### src/rtl/regfile_dump_reader.sv
// rtl/regfile_dump_reader.sv - streams an inclusive register-file address range out over valid/ready
module regfile_dump_reader #(
    parameter int ADDR_W    = 5,
    parameter int DATA_W    = 32,
    parameter bit SKIP_ZERO = 1'b0
) (
    input  logic              clk,
    input  logic              rst,
    input  logic              start,
    input  logic              abort,
    input  logic [ADDR_W-1:0] first_addr,
    input  logic [ADDR_W-1:0] last_addr,
    output logic [ADDR_W-1:0] rf_addr,
    input  logic [DATA_W-1:0] rf_rdata,
    output logic              out_valid,
    input  logic              out_ready,
    output logic [DATA_W-1:0] out_data,
    output logic [ADDR_W-1:0] out_addr,
    output logic              busy,
    output logic              done
);

    typedef enum logic [1:0] {IDLE, READ, HOLD, FIN} state_t;

    state_t            state, state_d;
    logic [ADDR_W-1:0] last_q;
    logic [ADDR_W-1:0] eff_first;
    logic              fire;
    logic              kill;

    assign busy = (state != IDLE);
    assign done = (state == FIN);

    always_comb begin
        eff_first = first_addr;
        if (SKIP_ZERO && first_addr == '0)
            eff_first = ADDR_W'(1);
        fire    = out_valid && out_ready;
        kill    = abort && (state != IDLE);
        state_d = state;
        if (kill) begin
            state_d = IDLE;
        end else begin
            case (state)
                IDLE: if (start) state_d = (eff_first > last_addr) ? FIN : READ;
                READ: state_d = HOLD;
                // compare before increment so a range ending at the top address never wraps
                HOLD: if (fire) state_d = (rf_addr == last_q) ? FIN : READ;
                FIN:  state_d = IDLE;
            endcase
        end
    end

    always_ff @(posedge clk or posedge rst) begin
        if (rst) begin
            state     <= IDLE;
            rf_addr   <= '0;
            last_q    <= '0;
            out_data  <= '0;
            out_addr  <= '0;
            out_valid <= 1'b0;
        end else begin
            state <= state_d;
            if (kill) begin
                out_valid <= 1'b0;
            end else begin
                case (state)
                    IDLE: begin
                        if (start) begin
                            last_q  <= last_addr;
                            rf_addr <= eff_first;
                        end
                    end
                    READ: begin
                        out_data  <= rf_rdata;
                        out_addr  <= rf_addr;
                        out_valid <= 1'b1;
                    end
                    HOLD: begin
                        if (fire) begin
                            out_valid <= 1'b0;
                            if (rf_addr != last_q)
                                rf_addr <= rf_addr + ADDR_W'(1);
                        end
                    end
                    FIN: ;
                endcase
            end
        end
    end

endmodule
### config.mk
export PLATFORM = sky130hd
export DESIGN_NAME = regfile_dump_reader
export DESIGN_NICKNAME = d
export VERILOG_FILES = /design/src/rtl/regfile_dump_reader.sv
export SDC_FILE = /design/constraint.sdc
export NUM_CORES = 1
export LEC_CHECK = 0
export CELL_PAD_IN_SITES_DETAIL_PLACEMENT = 0
export CELL_PAD_IN_SITES_GLOBAL_PLACEMENT = 1
export CORE_AREA = 8 8 90 92
export DETAILED_ROUTE_END_ITERATION = 12
export DIE_AREA = 0 0 98 100
export PLACE_DENSITY_LB_ADDON = 0.1
export SYNTH_ARGS = -nofsm -noshare
export SYNTH_HDL_FRONTEND = slang
export SYNTH_SLANG_ARGS = --single-unit
### constraint.sdc
create_clock -name clk -period 3.8 [get_ports clk]
set_input_delay 0.95 -clock clk [delete_from_list [all_inputs] [get_ports clk]]
set_output_delay 0.95 -clock clk [all_outputs]
set_load 0.01 [all_outputs]
==> impl_metrics.tcl <==
set metrics [dict create \
    cts.reportedPaths.clkPinSlew_ns 0.09 \
    yosysTopAreaCell "dfrtp_1" \
    holdWs_ns 0.499 \
    cts_buffer_depth 2 \
    nFillCells 585 \
    antenna_cells 0 \
    drc 0 \
    synth_compound_gate_area_share_pct 6.67 \
    hold_viol_final 0 \
    yosysMostFrequentCell "dfrtp_1" \
    outcome "completed" \
    rrSetupSlack_ns 2.00 \
    die-area_sq_um 9800 \
    grt_max_degree 38 \
    synth_mux_area_share_pct 20.8 \
    cts_tree "yes" \
    cts_sinks 50 \
    clockRootBuffer "clkbuf_8" \
    overflow 0 \
    synth_xor_area_share_pct 1.87 \
    core-area_sq_um 6640 \
    grt_pass1_vias 1938 \
    place_ws_ns 1.21 \
    final_nets 327 \
    netlist_area_sq_um 2340 \
    ant_nets 0 \
    period_share_pct 67.9 \
    yosysSeqAreaShare_pct 53.4 \
    gp_congestion 0.768 \
    startpoint_type "flop" \
    drv_slew 0 \
    synth_area_leaders "dfrtp_1 (53%), mux2_2 (20%), ha_1 (3.2%), nand3_1 (1.9%), xor2_1 (1.9%)" \
    max_freq_mhz 387 \
    syn_nets 234 \
    critPathCaptureType "output port" \
    die_x_um 98 \
    tns_ns 0 \
    vias 1695 \
    power_leakage_nw 1.43 \
    critPathArrivalTime_ns 1.63 \
    post-route-min-period_ns 2.58 \
    slew_headroom_pct 67.2 \
    start_util_pct 35.3 \
    cts.hold.buffers_added 0 \
    postLayoutCellArea_sq_um 3450 \
    ff2ff_path_depth 4 \
    die_h_um 100 \
    hold-path-endpoint "out_data[21]$_DFFE_PP0P_" \
    numCtsBuffers 5 \
    hp-class "flop to flop" \
    dpl.hpwl_um 4430 \
    finalWirelength_um 5910 \
    skew_ns 0.00353 \
    p_per_area_nw_per_um2 786 \
    cts_setup_buffers 0 \
    yosys_register_bits 50 \
    clock_latency_ns 0.30 \
    synth_edf_count 0 \
    grtUsageTotal_pct 12.5 \
    row_count 30 \
    routedWlPerCell_um 16.7 \
    synth_top_area_share_pct 53.4 \
    synthToLayoutAreaGrowth_pct 47.4 \
    ioPinCount 92 \
    timing.rr.end "out_data[18]$_DFFE_PP0P_" \
    layout.area.seq_sq_um 1250 \
    ys_types 36 \
    worstSetupPathType "flop to output port" \
    synth.avg_cell_area_sq_um 12.9 \
    synthAdderAreaFrac_pct 3.20 \
    worst_slack_ns 1.22 \
    path_max_fanout 11 \
    routed_via_density 4.77 \
    r2r_start "state[1]$_DFFE_PP0P_" \
    post_dp_cell_area_sq_um 3330 \
    ys_async_sr_fraction_pct 100 \
    multi_input_area_sq_um 1020 \
    synth_warnings 0 \
    finalSetupViolCount 0 \
    syn_inst 181 \
    synthSimpleGateAreaFrac_pct 10.7 \
    worst_pin_slew_ns 0.492 \
    antenna_found_initial 0 \
    htreeDepth 2 \
    cp.required_ns 2.85 \
    cts-resized-gates 0 \
    dr.pass1.iters 4 \
    port_buffers 91 \
    final_layout_size_suffix_gt1_share_pct 22.5 \
    holdPathStages 1 \
    yosys_most_used_dff "dfrtp_1" \
    synthTopCellsByCount "dfrtp_1 (50), mux2_2 (41), inv_1 (10)" \
    rsz0062_at_grt "false" \
    synth_top_family_by_area "multiplexers" \
    first_iter_violations 31 \
    grt_pass1_wl_um 9850 \
    ir_drop_mv 0.334 \
    worstHoldStart "out_data[21]$_DFFE_PP0P_" \
    cap_viol_max_count 0 \
]
==> registers in the layout (all words and copies together), names as in the netlist <==
name / cells
last_q: 5
out_addr: 5
out_data: 32
out_valid: 1
rf_addr: 5
state: 2
==> metal layers <==
metal | global-route usage, % | up-vias | wire length, um
met4 | 3.96 | 0 | 70
met3 | 5.88 | 6 | 566
li1 | - | 830 | -
met2 | 19.5 | 56 | 2730
met5 | 0 | - | 0
met1 | 14.7 | 803 | 2550
==> placed cells by master (no fill, tap or decap), types with 2 or more instances in the layout <==
| cell type | instances |
|---|---|
| or3b_2 | 2 |
| nand2b_1 | 4 |
| clkbuf_8 | 6 |
| xor2_1 | 5 |
| ha_1 | 6 |
| mux2_2 | 41 |
| nand3_1 | 9 |
| and2_1 | 2 |
| dfrtp_1 | 50 |
| inv_1 | 9 |
| nand2_1 | 6 |
| nor2_1 | 4 |
| buf_4 | 2 |
| a211o_1 | 2 |
| o2bb2ai_1 | 2 |
| a21oi_1 | 5 |
| o211ai_1 | 4 |
| o21ai_0 | 2 |
| and3_1 | 2 |
| clkdlybuf4s50_1 | 91 |
| nor2b_1 | 2 |
==> worst max-delay path: stages (launching register included) <==
cell and delay (ns):
dfrtp_1 0.51, nor2_1 0.27, inv_1 0.06, clkdlybuf4s50_1 0.48
==> final cells by class <==
class                           instances  share of cell area (%)
Sequential cell                        50                    36.2
Multi-Input combinational cell        114                    29.5
Timing Repair Buffer                   93                    26.8
Tap cell                               80                    2.90
Clock buffer                            6                    2.39
Clock inverter                          2                    1.12
Inverter                               10                    1.09
==> metrics by stage <==
stage,utilization (%),power (mW),instances
floorplan,-,1.67,181
global placement,50.2,2.33,347
detailed placement,50.2,2.35,347
CTS,52.0,2.77,355
global route,52.0,2.91,355
finish,52.0,2.72,355
==> worst max-delay path by stage <==
stage	cells past startpoint	from	slack, ns	to
final	3	state[1]$_DFFE_PP0P_	1.22	busy
after detailed placement	4	abort	1.21	out_data[18]$_DFFE_PP0P_
after global placement	4	abort	1.22	out_data[5]$_DFFE_PP0P_
after global routing	3	state[1]$_DFFE_PP0P_	1.07	busy
after floorplan	1	rst	1.65	last_q[0]$_DFFE_PP0P_
after CTS	3	state[1]$_DFFE_PP0P_	1.18	busy
==> report_power, final <==
part           leakage [nW]  internal [mW]  switching [mW]  total [mW]
registers             0.595          0.800           0.203        1.00
clock network        0.0618          0.217           0.184       0.400
logic                 0.777          0.782           0.530        1.31
==> kinds of logic (layout without fill, tap and decap cells) <==
logic type | after synthesis | in the layout
flip-flops | 50 | 50
multiplexers | 43 | 43
adder cells (fa/ha/maj) | 6 | 6
buffers and inverters | 17 | 111
XOR/XNOR | 5 | 5
AO/OA/AOI/OAI | 21 | 21
AND/OR/NAND/NOR | 39 | 39
Power figures use the tool's default switching activity.
